File: config.mk
export PLATFORM = sky130hd
export DESIGN_NAME = evt2_stream_decoder
export DESIGN_NICKNAME = d
export VERILOG_FILES = /design/src/rtl/evt2_stream_decoder.sv
export SDC_FILE = /design/constraint.sdc
export NUM_CORES = 1
export LEC_CHECK = 0
export BUFFER_PORTS_ARGS = -buffer_cell sky130_fd_sc_hd__buf_4
export CORE_ASPECT_RATIO = 1.4
export CORE_MARGIN = 3
export CORE_UTILIZATION = 43
export CTS_BUF_LIST = sky130_fd_sc_hd__clkbuf_2 sky130_fd_sc_hd__clkbuf_4 sky130_fd_sc_hd__clkbuf_8
export CTS_CLUSTER_DIAMETER = 200
export DETAILED_ROUTE_END_ITERATION = 8
export PLACE_DENSITY = 0.67
export SETUP_SLACK_MARGIN = 0.2
export SLEW_MARGIN = 15
export SYNTH_ARGS = -nofsm -noshare
export SYNTH_HDL_FRONTEND = slang
export SYNTH_SLANG_ARGS = --single-unit
File: constraint.sdc
create_clock -name clk -period 4.89 [get_ports clk]
set_input_delay 0.978 -clock clk [delete_from_list [all_inputs] [get_ports clk]]
set_output_delay 0.978 -clock clk [all_outputs]
set_load 0.1 [all_outputs]
File: src/rtl/evt2_stream_decoder.sv
// EVT 2.0 word decoder: CD/TIME_HIGH decode, grid scaling, range/polarity filtering,
// 2-entry output FIFO with ready/valid handshake and saturating statistics.
module evt2_stream_decoder #(
  parameter int GRID_BITS = 4,
  parameter int SENSOR_W  = 320,
  parameter int SENSOR_H  = 320,
  parameter int TS_BITS   = 24,
  parameter int CNT_BITS  = 16
) (
  input  logic                 clk,
  input  logic                 rst,
  input  logic [31:0]          in_data,
  input  logic                 in_valid,
  output logic                 in_ready,
  input  logic [1:0]           pol_mask,
  output logic [GRID_BITS-1:0] out_x,
  output logic [GRID_BITS-1:0] out_y,
  output logic                 out_pol,
  output logic [TS_BITS-1:0]   out_ts,
  output logic                 out_valid,
  input  logic                 out_ready,
  output logic [CNT_BITS-1:0]  evt_count,
  output logic [CNT_BITS-1:0]  drop_count,
  output logic                 ts_seen
);

  localparam int GRID_N = 1 << GRID_BITS;
  localparam int ENTRY_W = 2 * GRID_BITS + 1 + TS_BITS;

  // Fixed-point reciprocal scales (16 fractional bits), rounded up so the last
  // in-range pixel still lands in the last grid cell.
  localparam logic [63:0] XSCALE_W = ((64'(GRID_N) << 16) + 64'(SENSOR_W) - 64'd1) / 64'(SENSOR_W);
  localparam logic [63:0] YSCALE_W = ((64'(GRID_N) << 16) + 64'(SENSOR_H) - 64'd1) / 64'(SENSOR_H);
  localparam logic [31:0] XSCALE = XSCALE_W[31:0];
  localparam logic [31:0] YSCALE = YSCALE_W[31:0];

  logic [3:0]           word_type;
  logic                 accept;
  logic                 is_cd;
  logic                 is_th;
  logic                 pol;
  logic [5:0]           ts_lsb;
  logic [10:0]          x_raw;
  logic [10:0]          y_raw;
  logic                 range_ok;
  logic                 mask_ok;
  logic                 push;
  logic                 drop;
  logic                 pop;
  logic [42:0]          x_prod;
  logic [42:0]          y_prod;
  logic [GRID_BITS-1:0] grid_x;
  logic [GRID_BITS-1:0] grid_y;
  logic [33:0]          ts_full;
  logic [TS_BITS-1:0]   ts_trunc;
  logic [ENTRY_W-1:0]   entry;

  logic [27:0]          time_high_reg;
  logic [ENTRY_W-1:0]   fifo_mem [2];
  logic                 wr_ptr_reg;
  logic                 rd_ptr_reg;
  logic [1:0]           count_reg;

  assign word_type = in_data[31:28];
  assign ts_lsb    = in_data[27:22];
  assign x_raw     = in_data[21:11];
  assign y_raw     = in_data[10:0];
  assign pol       = in_data[28];

  assign in_ready  = (count_reg < 2'd2);
  assign out_valid = (count_reg != 2'd0);
  assign accept    = in_valid && in_ready;
  assign pop       = out_valid && out_ready;

  assign is_cd = (word_type[3:1] == 3'b000);
  assign is_th = (word_type == 4'h8);

  assign range_ok = ({21'd0, x_raw} < 32'(SENSOR_W)) && ({21'd0, y_raw} < 32'(SENSOR_H));
  assign mask_ok  = pol_mask[pol];
  assign push     = accept && is_cd && range_ok && mask_ok;
  assign drop     = accept && is_cd && !(range_ok && mask_ok);

  assign x_prod = {32'd0, x_raw} * {11'd0, XSCALE};
  assign y_prod = {32'd0, y_raw} * {11'd0, YSCALE};
  assign grid_x = GRID_BITS'(x_prod >> 16);
  assign grid_y = GRID_BITS'(y_prod >> 16);

  // The CD word pairs with the TIME_HIGH value held before this word.
  assign ts_full  = {time_high_reg, ts_lsb};
  assign ts_trunc = TS_BITS'(ts_full);
  assign entry    = {grid_x, grid_y, pol, ts_trunc};

  assign {out_x, out_y, out_pol, out_ts} = fifo_mem[rd_ptr_reg];

  always_ff @(posedge clk) begin
    if (rst) begin
      time_high_reg <= '0;
      ts_seen       <= 1'b0;
      evt_count     <= '0;
      drop_count    <= '0;
      wr_ptr_reg    <= 1'b0;
      rd_ptr_reg    <= 1'b0;
      count_reg     <= 2'd0;
      for (int i = 0; i < 2; i++) begin
        fifo_mem[i] <= '0;
      end
    end else begin
      if (accept && is_th) begin
        time_high_reg <= in_data[27:0];
        ts_seen       <= 1'b1;
      end
      if (push) begin
        fifo_mem[wr_ptr_reg] <= entry;
        wr_ptr_reg           <= ~wr_ptr_reg;
        if (evt_count != {CNT_BITS{1'b1}}) begin
          evt_count <= evt_count + 1'b1;
        end
      end
      if (drop && (drop_count != {CNT_BITS{1'b1}})) begin
        drop_count <= drop_count + 1'b1;
      end
      if (pop) begin
        rd_ptr_reg <= ~rd_ptr_reg;
      end
      count_reg <= count_reg + 2'(push) - 2'(pop);
    end
  end

endmodule
==> results by stage, run 1 <==
Outcome:
- The run finished with clean final reports.

GRT:
- The final global-route overflow total is 0.
- The first global-routing pass estimated around 32000 µm of wire.
- The number of antenna violations at the first check in global routing is 0.
- Across every metal layer, demand over resource in global routing totals 17.60%.
- The maximum number of pins on one net before global-route repair is slightly above 60.
- The number of global-route vias before repair came to between 6000 and 7000.

STA:
- The worst-margin pin slew is 779.0 ps.
- Setup repair after global routing could not meet its margin everywhere.
- The number of slew-limit violations in the final report is 0.
- For the final database, setup skew stands at 15.38 ps.
- The count of final hold-check violations is 0.
- The number of setup violations in the final report is 0.
- The worst slew slack as a fraction of its limit is 47.91%.
- The clock period minus worst slack is 4733 ps.
- After layout, the worst path uses 96.79% of the clock period.
- The upper clock frequency limit is 211.3 MHz.

Worst setup path:
- In this run the worst setup path begins at in_data[20].
- The kind of start point of the critical path is an input port.
- The library cell contributing the largest single delay on the critical path is sky130_fd_sc_hd__fa_1.
- The required time of the critical path is roughly 5100 ps.
- STA classifies the critical path endpoint as a flop.
- The type of the setup path with the least slack is input port to flop.
- The worst-path maximum fanout is 3.
- The worst flop-to-flop path startpoint is count_reg[1].
- The largest single stage delay on the critical path is 560 ps.
- The arrival time of the worst setup path is between 4000 and 5000 ps.
- Walking the worst path, the cells encountered are buf_8 -> inv_4 -> ha_4 -> inv_2 -> fa_1 -> inv_2 -> fa_1 -> fa_1 -> inv_2 -> fa_1 -> inv_2 -> ha_4 -> nand2_1 -> o41ai_2 -> a31oi_2 -> buf_4 -> a31o_2 -> xnor2_2 -> nor2_1.

Logic synthesis:
- The warning count from the yosys run is 0.
- For this run, the leading register cell type out of synthesis is sky130_fd_sc_hd__edfxtp_1.
- The number of standard cells after synthesis is about 850.
- Counting flops with a built-in enable in the synthesized netlist gives between 60 and 70.
- The synthesized netlist net count is 1071.
- The number of different library cells in the post-synthesis netlist is 55.
- The fraction of synthesis flops using an asynchronous set or reset pin is 0%.
- The cell area after synthesis is about 0.009 mm².
- Sequential elements use between 30 and 40% of the synthesized area.
- A synthesized cell averages approximately 11 µm².
- In this run, synthesis produced a sequential element count of 122.

Finish:
- The number of diodes added for antenna fixing is 0.
- Summing all non-filler instances in the final layout gives an area of around 0.011 mm².
- Once layout is complete, the cells apart from fillers number around 1300.
- The register with the most flip-flops in the layout has between 60 and 70 of them.
- The area growth from synthesis to layout is 23.94%.
- Cells with a size suffix above 1 make up between 20 and 30% of the layout.
- The total number of nets in the final design is approximately 1200.
- The layout has between 1500 and 2000 filler cells.

Routing:
- The number of nets with antenna violations after routing is 0.
- After detailed routing, the number of vias per cell comes to between 5 and 6.
- In the final routed layout, each cell accounts on average for approximately 15 µm.
- In the routed design, unresolved DRC markers number 0.
- The first routing iteration left ~190 violations.
- The post-detailed-routing wire length is 19670 µm.
- The number of iterations in the first detailed-routing pass is 4.
- Summing over every cut layer, the via total after detailed routing is about 6400.

Power:
- The overall power is between 4 and 5 mW.
- Of the total power, combinational logic draws between 50% and 60%.
- Across the VDD grid, the largest voltage drop is 0.2478 mV.
- The part of the power in the clock network is a little over a fifth.
- The fraction of power spent switching nets is around two fifths.
- The power density relative to cell area is ~380 mW/mm².
- The internal power contribution is between 2 and 3 mW.
- Summed over all cells, the static leakage comes to slightly above 5 nW.
- The sequential share of power is 26.2%.
- The analysis attributes to net switching a power of 1.710 mW.

Clock tree:
- TritonCTS built the clock tree.
- For this design, the CTS-stage hold fixing added 0 buffers.
- Counting every sink on the clock net gives roughly 120.
- The deepest clock path buffer count is 2.
- TritonCTS created 17 clock buffers.
- The total number of H-tree levels is 4.
- The clock tree root buffer cell is sky130_fd_sc_hd__clkbuf_8.
- Clock-pin slew was measured on the worst setup and hold paths at 80 ps.
- The insertion delay of the later-clocked pin in the worst-skew pair is around 430 ps.

Die:
- The starting density of the core is around 44%.
- The die height is approximately 180 µm.
- The number of placement rows is 61.
- The core region is a little over 0.02 mm².
- The total I/O pin count is 106.
- The floorplan step defined a die boundary enclosing 0.02267 mm².
- In this run the horizontal extent of the chip is ~130 µm.

Worst hold path:
- In this run the worst hold path is classified as flop to flop.
- The launch point of the worst hold path is time_high_reg[10].

Placed design:
- After detailed placement, the design holds a cell count of around 1200.
- After detailed placement, the total cell area comes to 0.01054 mm².
- The congestion estimate from routability-driven global placement came to between 0.8 and 0.9.
- The HPWL after detailed placement is 15260 µm.
- The count of input and output buffers is 105.

Job:
- The tool flagged a number of max-cap violations equal to 0.
==> worst max-delay path, delay by kind of cell <==
kind                       cells  cell delay [ps]
AOI/OAI and AO/OA              3              550
xor gates and xnor gates       1              150
adders and majority gates      6             2620
buffers and inverters          7              450
and+or+nand+nor                2              130
==> through the flow <==
step	setup WS (ps)	TNS (ps)	hold slack [ps]	utilization [%]
final	157.1	0	463.1	55.02
after floorplan	3.239	0	440.5	-
after detailed placement	-323.7	-3880	453.7	52.13
after CTS	181.1	0	464.3	54.13
after global routing	29.47	0	484.5	55.02
after global placement	-258.2	-2790	449.2	52.13
==> Yosys cell counts (3+ instances only) <==
cell,number,area [µm²]
sky130_fd_sc_hd__a211oi_1,4,30.03
sky130_fd_sc_hd__nand4_1,6,37.54
sky130_fd_sc_hd__a21oi_1,31,155.2
sky130_fd_sc_hd__o21a_1,5,37.54
sky130_fd_sc_hd__nand3_1,12,60.06
sky130_fd_sc_hd__o211ai_1,6,45.04
sky130_fd_sc_hd__xor2_1,12,105.1
sky130_fd_sc_hd__ha_1,122,1526
sky130_fd_sc_hd__mux2i_1,3,30.03
sky130_fd_sc_hd__edfxtp_1,66,1982
sky130_fd_sc_hd__or2_2,3,18.77
sky130_fd_sc_hd__nor4_1,4,25.02
sky130_fd_sc_hd__nor2b_1,3,18.77
sky130_fd_sc_hd__xnor2_1,32,280.3
sky130_fd_sc_hd__and4_1,7,61.31
sky130_fd_sc_hd__nor3_2,10,100.1
sky130_fd_sc_hd__fa_1,58,1161
sky130_fd_sc_hd__or3_1,3,18.77
sky130_fd_sc_hd__a21o_1,3,22.52
sky130_fd_sc_hd__nand2_1,57,214.0
sky130_fd_sc_hd__mux2_2,33,371.6
sky130_fd_sc_hd__dfxtp_1,56,1121
sky130_fd_sc_hd__nor2_1,55,206.5
sky130_fd_sc_hd__inv_1,134,503.0
sky130_fd_sc_hd__nor3_1,13,65.06
sky130_fd_sc_hd__and3_1,30,187.7
sky130_fd_sc_hd__and2_1,28,175.2
sky130_fd_sc_hd__o21ai_0,8,40.04
sky130_fd_sc_hd__clkbuf_1,19,71.32
==> power groups by stage <==
| stage | Sequential, mW | Clock [mW] | Combinational [mW] |
|---|---|---|---|
| floorplan | 1.14 | 0 | 1.58 |
| global placement | 1.13 | 0 | 2.08 |
| detailed placement | 1.14 | 0 | 2.10 |
| CTS | 1.11 | 0.913 | 2.13 |
| global route | 1.12 | 0.961 | 2.52 |
| finish | 1.11 | 0.893 | 2.24 |
==> kinds of logic (layout without fill, tap and decap cells) <==
logic type,Yosys count,after routing,share of synthesized area [%]
XOR/XNOR,44,44,4.292
multiplexers,36,36,4.473
adder cells (fa/ha/maj),180,180,29.93
AO/OA/AOI/OAI,71,71,5.324
AND/OR/NAND/NOR,242,242,14.66
flip-flops,122,122,34.56
buffers and inverters,158,327,6.759
==> final timing paths <==
path / to / slack (ps) / cells after the start
hold / removal: time_high_reg[10] / 460 / 2
setup reg to reg: fifo_mem[0][12] / 2530 / 5
setup / recovery: fifo_mem[0][31] / 160 / 19
hold reg to reg: time_high_reg[10] / 460 / 2
==> per-layer routing <==
layer / global-route usage [%] / wire length, µm
met5: 0 / 0
met1: 20.88 / 8256
met4: 5.929 / 449
met2: 32.26 / 10410
met3: 2.566 / 548
==> what timing repair did <==
item / in CTS / in global routing
resized for setup: 2 / 32
cloned: 0 / 0
setup endpoints to repair: 8 / 16
pin swaps: 1 / 20
buffers inserted: 0 / 2
==> area by class of cell <==
type | count | area (µm²) | area share, %
Multi-Input combinational cell | 573 | 5577 | 50.11
Sequential cell | 122 | 3103 | 27.88
Timing Repair Buffer | 161 | 1232 | 11.07
Inverter | 134 | 508.0 | 4.565
Tap cell | 252 | 315.3 | 2.833
Clock buffer | 19 | 255.2 | 2.294
Clock inverter | 13 | 137.6 | 1.237
==> cell usage in the layout (no fill, tap or decap), types with 29 or more instances in the layout <==
cell                       synthesis  routed
sky130_fd_sc_hd__xnor2_1          32      29
sky130_fd_sc_hd__ha_1            122     107
sky130_fd_sc_hd__and3_1           30      29
sky130_fd_sc_hd__mux2_2           33      33
sky130_fd_sc_hd__nor2_1           55      55
sky130_fd_sc_hd__buf_4             1     158
sky130_fd_sc_hd__edfxtp_1         66      66
sky130_fd_sc_hd__fa_1             58      55
sky130_fd_sc_hd__dfxtp_1          56      56
sky130_fd_sc_hd__nand2_1          57      57
sky130_fd_sc_hd__inv_1           134     122
Note: power is estimated with default switching activity, not from simulation.
==> inputs of run 2 (changes only) <==
--- a/config.mk
+++ b/config.mk
@@ -7,13 +7,15 @@
 export LEC_CHECK = 0
 export BUFFER_PORTS_ARGS = -buffer_cell sky130_fd_sc_hd__buf_4
 export CORE_ASPECT_RATIO = 1.4
-export CORE_MARGIN = 3
+export CORE_MARGIN = 1.5
 export CORE_UTILIZATION = 43
 export CTS_BUF_LIST = sky130_fd_sc_hd__clkbuf_2 sky130_fd_sc_hd__clkbuf_4 sky130_fd_sc_hd__clkbuf_8
 export CTS_CLUSTER_DIAMETER = 200
+export CTS_CLUSTER_SIZE = 10
 export DETAILED_ROUTE_END_ITERATION = 8
 export PLACE_DENSITY = 0.67
 export SETUP_SLACK_MARGIN = 0.2
+export SKIP_LAST_GASP = 1
 export SLEW_MARGIN = 15
 export SYNTH_ARGS = -nofsm -noshare
 export SYNTH_HDL_FRONTEND = slang
==> run 2 against run 1 <==
Against the previous run: count of clock-buffer cells in the layout decreased by 1; clock power increased by 8.6%; total power is 2.8% higher; cell count rose by 0.31%.
==> results by stage, run 2 (synthesis gave the netlist of run 1 again) <==
Outcome:
- The flow ran to the end, and the final reports show no timing, DRC or antenna violations.

Clock tree:
- The deepest clock path buffer count was 2 (unchanged).
- The cts-stage hold buffer count is 0 (unchanged).
- The number of buffers added by the clock tree synthesis step is 17 (unchanged).
- The clock edge transition at the registers on the reported setup and hold paths is 70 ps (about the same).
- The insertion delay of the later-clocked pin in the worst-skew pair is 430 ps (about the same).
- The CTS sink count was 122 (unchanged).
- The clock tree root buffer cell is sky130_fd_sc_hd__clkbuf_8.
- The clock tree from TritonCTS is done.
- The total number of H-tree levels is 4 (unchanged).

Finish:
- The area occupied by multi-input gates is 0.005579 mm² (about the same).
- In the layout the commonest cells are sky130_fd_sc_hd__buf_4, sky130_fd_sc_hd__inv_1, sky130_fd_sc_hd__ha_1, sky130_fd_sc_hd__edfxtp_1, sky130_fd_sc_hd__dfxtp_1.
- The count of placed standard cells in the final layout, fillers left out is 1278 (+0.31%).
- Compared with the post-synthesis result, the final layout area differs by 24.48%.
- The number of inserted filler cells in the final layout is 1867 (+5.3%).
- The final design instance area without fill is 0.01118 mm² (+0.44%).
- The fraction of layout cells with a size suffix above 1 is 29.35% (+0.29 points).
- The total area of sequential cells was 0.003103 mm² (unchanged).
- The fraction of the core area covered by cells at the end of the flow is 54.58% (-0.44 points).
- The number of diodes added for antenna fixing came to 0 (unchanged).
- The library cell used most frequently in the layout, excluding fill and tap cells, is sky130_fd_sc_hd__buf_4.
- The total number of nets in the final design came to 1227 (unchanged).
- The number of flip-flops under the largest register name is 66 (unchanged).

STA:
- The upper clock frequency limit was 212.8 MHz (+0.70%).
- The worst slew slack as a fraction of its limit is 32.08% (-16 points).
- The clock period minus worst slack is 4700 ps (-32.77 ps).
- The worst hold-check slack is 463.1 ps (+0.003000 ps).
- The final worst clock skew is 9.931 ps (-5.444 ps).
- Setup repair after global routing could not meet its margin everywhere.
- The ratio of final minimum period to clock period is 96.12% (-0.67 points).
- The total negative setup slack is 0 ps (unchanged).
- The worst-margin pin slew was 1017 ps (+238.4 ps).
- The count of final hold-check violations is 0 (unchanged).
- The number of setup violations in the final report is 0 (unchanged).
- The number of slew-limit violations in the final report is 0 (unchanged).

Placed design:
- The number of placed instances, taps included is 1245 (+0.40%).
- The area of placed instances is 0.01054 mm² (unchanged).
- The total half-perimeter wirelength after legalization and detailed placement is 15270 µm (about the same).
- The count of input and output buffers was 105 (unchanged).
- The global placement routability congestion is 0.8209 (-3.5%).

Power:
- The static leakage is 5.147 nW (+0.32%).
- The sequential share of power was 25.5% (-0.7 points).
- The fraction of power spent switching nets was 39.81% (-0.46 points).
- The power density relative to cell area is 390.3 mW/mm² (+2.3%).
- The internal power contribution is 2.626 mW (+3.5%).
- The logic gate share of total power came to 52.2% (-0.5 points).
- The net switching power is 1.737 mW (+1.6%).
- The part of the power in the clock network came to 22.2% (+1.2 points).
- The worst vdd rail ir drop is 0.1992 mV (-20%).

Routing:
- The number of violations reported at the end of detailed-routing iteration 0 is 156 (-17%).
- The DRC violations left is 0 (unchanged).
- The average wire per standard cell is 15.09 µm (-2.2%).
- The overall via count from detail_route was 6382 (unchanged).
- The via-per-instance ratio came to 4.994 (-0.31%).
- The number of nets with antenna violations after routing is 0 (unchanged).
- The number of iterations in the first detailed-routing pass is 4 (unchanged).
- The post-detailed-routing wire length is 19290 µm (-1.9%).

Worst setup path:
- The peak per-stage delay on the critical path came to 510 ps (-50 ps).
- The critical path goes through buf_4 -> inv_1 -> ha_1 -> fa_2 -> fa_1 -> inv_1 -> fa_1 -> fa_1 -> ha_1 -> nand2_2 -> o41ai_4 -> a31oi_2 -> buf_4 -> a31o_2 -> xnor2_2 -> nor2_1.
- On the critical path the largest part of the delay comes from adder cells.
- The required time of the critical path is 5060 ps (about the same).
- STA classifies the critical path startpoint as an input port.
- The type of the setup path with the least slack is input port to flop.
- The worst-path maximum fanout came to 3 (unchanged).
- The cell repeated most along the worst path is sky130_fd_sc_hd__fa_1.
- The worst setup path is captured at a flop.
- The count of buffer and inverter cells on the critical path is 4 (-3).
- The library cell contributing the largest single delay on the critical path is sky130_fd_sc_hd__fa_1.
- The arrival time of the worst setup path came to 4870 ps (-20 ps).

Die:
- The width of the chip is 125.1 µm (-2.3%).
- The floorplan core area is 0.02048 mm² (+1.3%).
- The die height was 174.0 µm (-1.7%).
- The overall die area is 0.02177 mm² (-4.0%).
- The total I/O pin count was 106 (unchanged).
- The number of placement rows came to 62 (+1.6%).
- The starting density of the core is 43.84% (-0.55 points).

GRT:
- The global-route total usage across every layer is 18.40% (+0.80 points).
- The final global-route overflow total is 0 (unchanged).
- The maximum number of pins on one net before global-route repair is 62 (unchanged).
- The global-route wire length before repair was 32210 µm (+2.2%).
- The number of antenna violations at the first check in global routing came to 0 (unchanged).
- The number of global-route vias before repair is 6565 (+2.7%).

Job:
- The max-cap check violation count is 0 (unchanged).

Worst hold path:
- In this run the worst hold path is classified as flop to flop.
run 2: cell count changes in the layout (fill, tap and decap cells not counted), sizes merged:
cell | before | now
inv | 143 | 134
clkinvlp | 0 | 4
bufinv | 2 | 4
clkbuf | 19 | 18
clkinv | 2 | 6
run 2: final timing paths:
path | from | end | slack, ps | depth (start not counted)
setup reg to reg | count_reg[1] | fifo_mem[1][21] | 2310 | 7
hold / removal | time_high_reg[2] | time_high_reg[2] | 460 | 2
setup / recovery | in_data[14] | fifo_mem[0][31] | 190 | 16
hold reg to reg | time_high_reg[2] | time_high_reg[2] | 460 | 2
run 2: worst reg2reg max path, stage by stage (launching register included):
cell	delay [ps]
sky130_fd_sc_hd__dfxtp_1	330
sky130_fd_sc_hd__nor4b_4	460
sky130_fd_sc_hd__and2_1	330
sky130_fd_sc_hd__nand2_4	170
sky130_fd_sc_hd__nor2_4	120
sky130_fd_sc_hd__nand2_1	260
sky130_fd_sc_hd__nand2b_1	230
sky130_fd_sc_hd__buf_4	340
run 2: area by class of cell:
| cell class | instances | area share [%] |
|---|---|---|
| Clock buffer | 18 | 2.161 |
| Multi-Input combinational cell | 573 | 49.92 |
| Tap cell | 256 | 2.866 |
| Inverter | 134 | 4.567 |
| Timing Repair Buffer | 161 | 10.95 |
| Clock inverter | 14 | 1.780 |
| Sequential cell | 122 | 27.76 |
run 2: power by group through the flow:
stage          logic (mW)  registers, mW  clock network (mW)
2_1_floorplan        1.58           1.14                   0
3_3_place_gp         2.07           1.14                   0
3_5_place_dp         2.11           1.14                   0
4_1_cts              2.16           1.11               0.992
5_1_grt              2.53           1.12                1.04
6_report             2.28           1.11               0.970
run 2: what timing repair did:
| item | in CTS | in global routing |
|---|---|---|
| gates cloned | 0 | 0 |
| setup buffers | 0 | 1 |
| pin swaps | 1 | 17 |
| setup endpoints to repair | 6 | 16 |
| gates resized for setup | 4 | 35 |
run 2: metal layers:
| layer | part of all wire (%) | vias up | global-route usage (%) |
|---|---|---|---|
| met5 | 0 | - | 0 |
| met4 | 1.3 | 0 | 5.303 |
| met3 | 3.3 | 15 | 2.462 |
| met2 | 55 | 108 | 34.86 |
| met1 | 40 | 3089 | 21.45 |
| li1 | - | 3170 | - |
run 2: metrics by stage:
step	total power [mW]	worst slack (ps)
3_3_place_gp	3.206	-257.5
4_1_cts	4.265	204.1
3_5_place_dp	3.247	-318.6
2_1_floorplan	2.716	3.239
6_report	4.362	189.9
5_1_grt	4.686	82.16
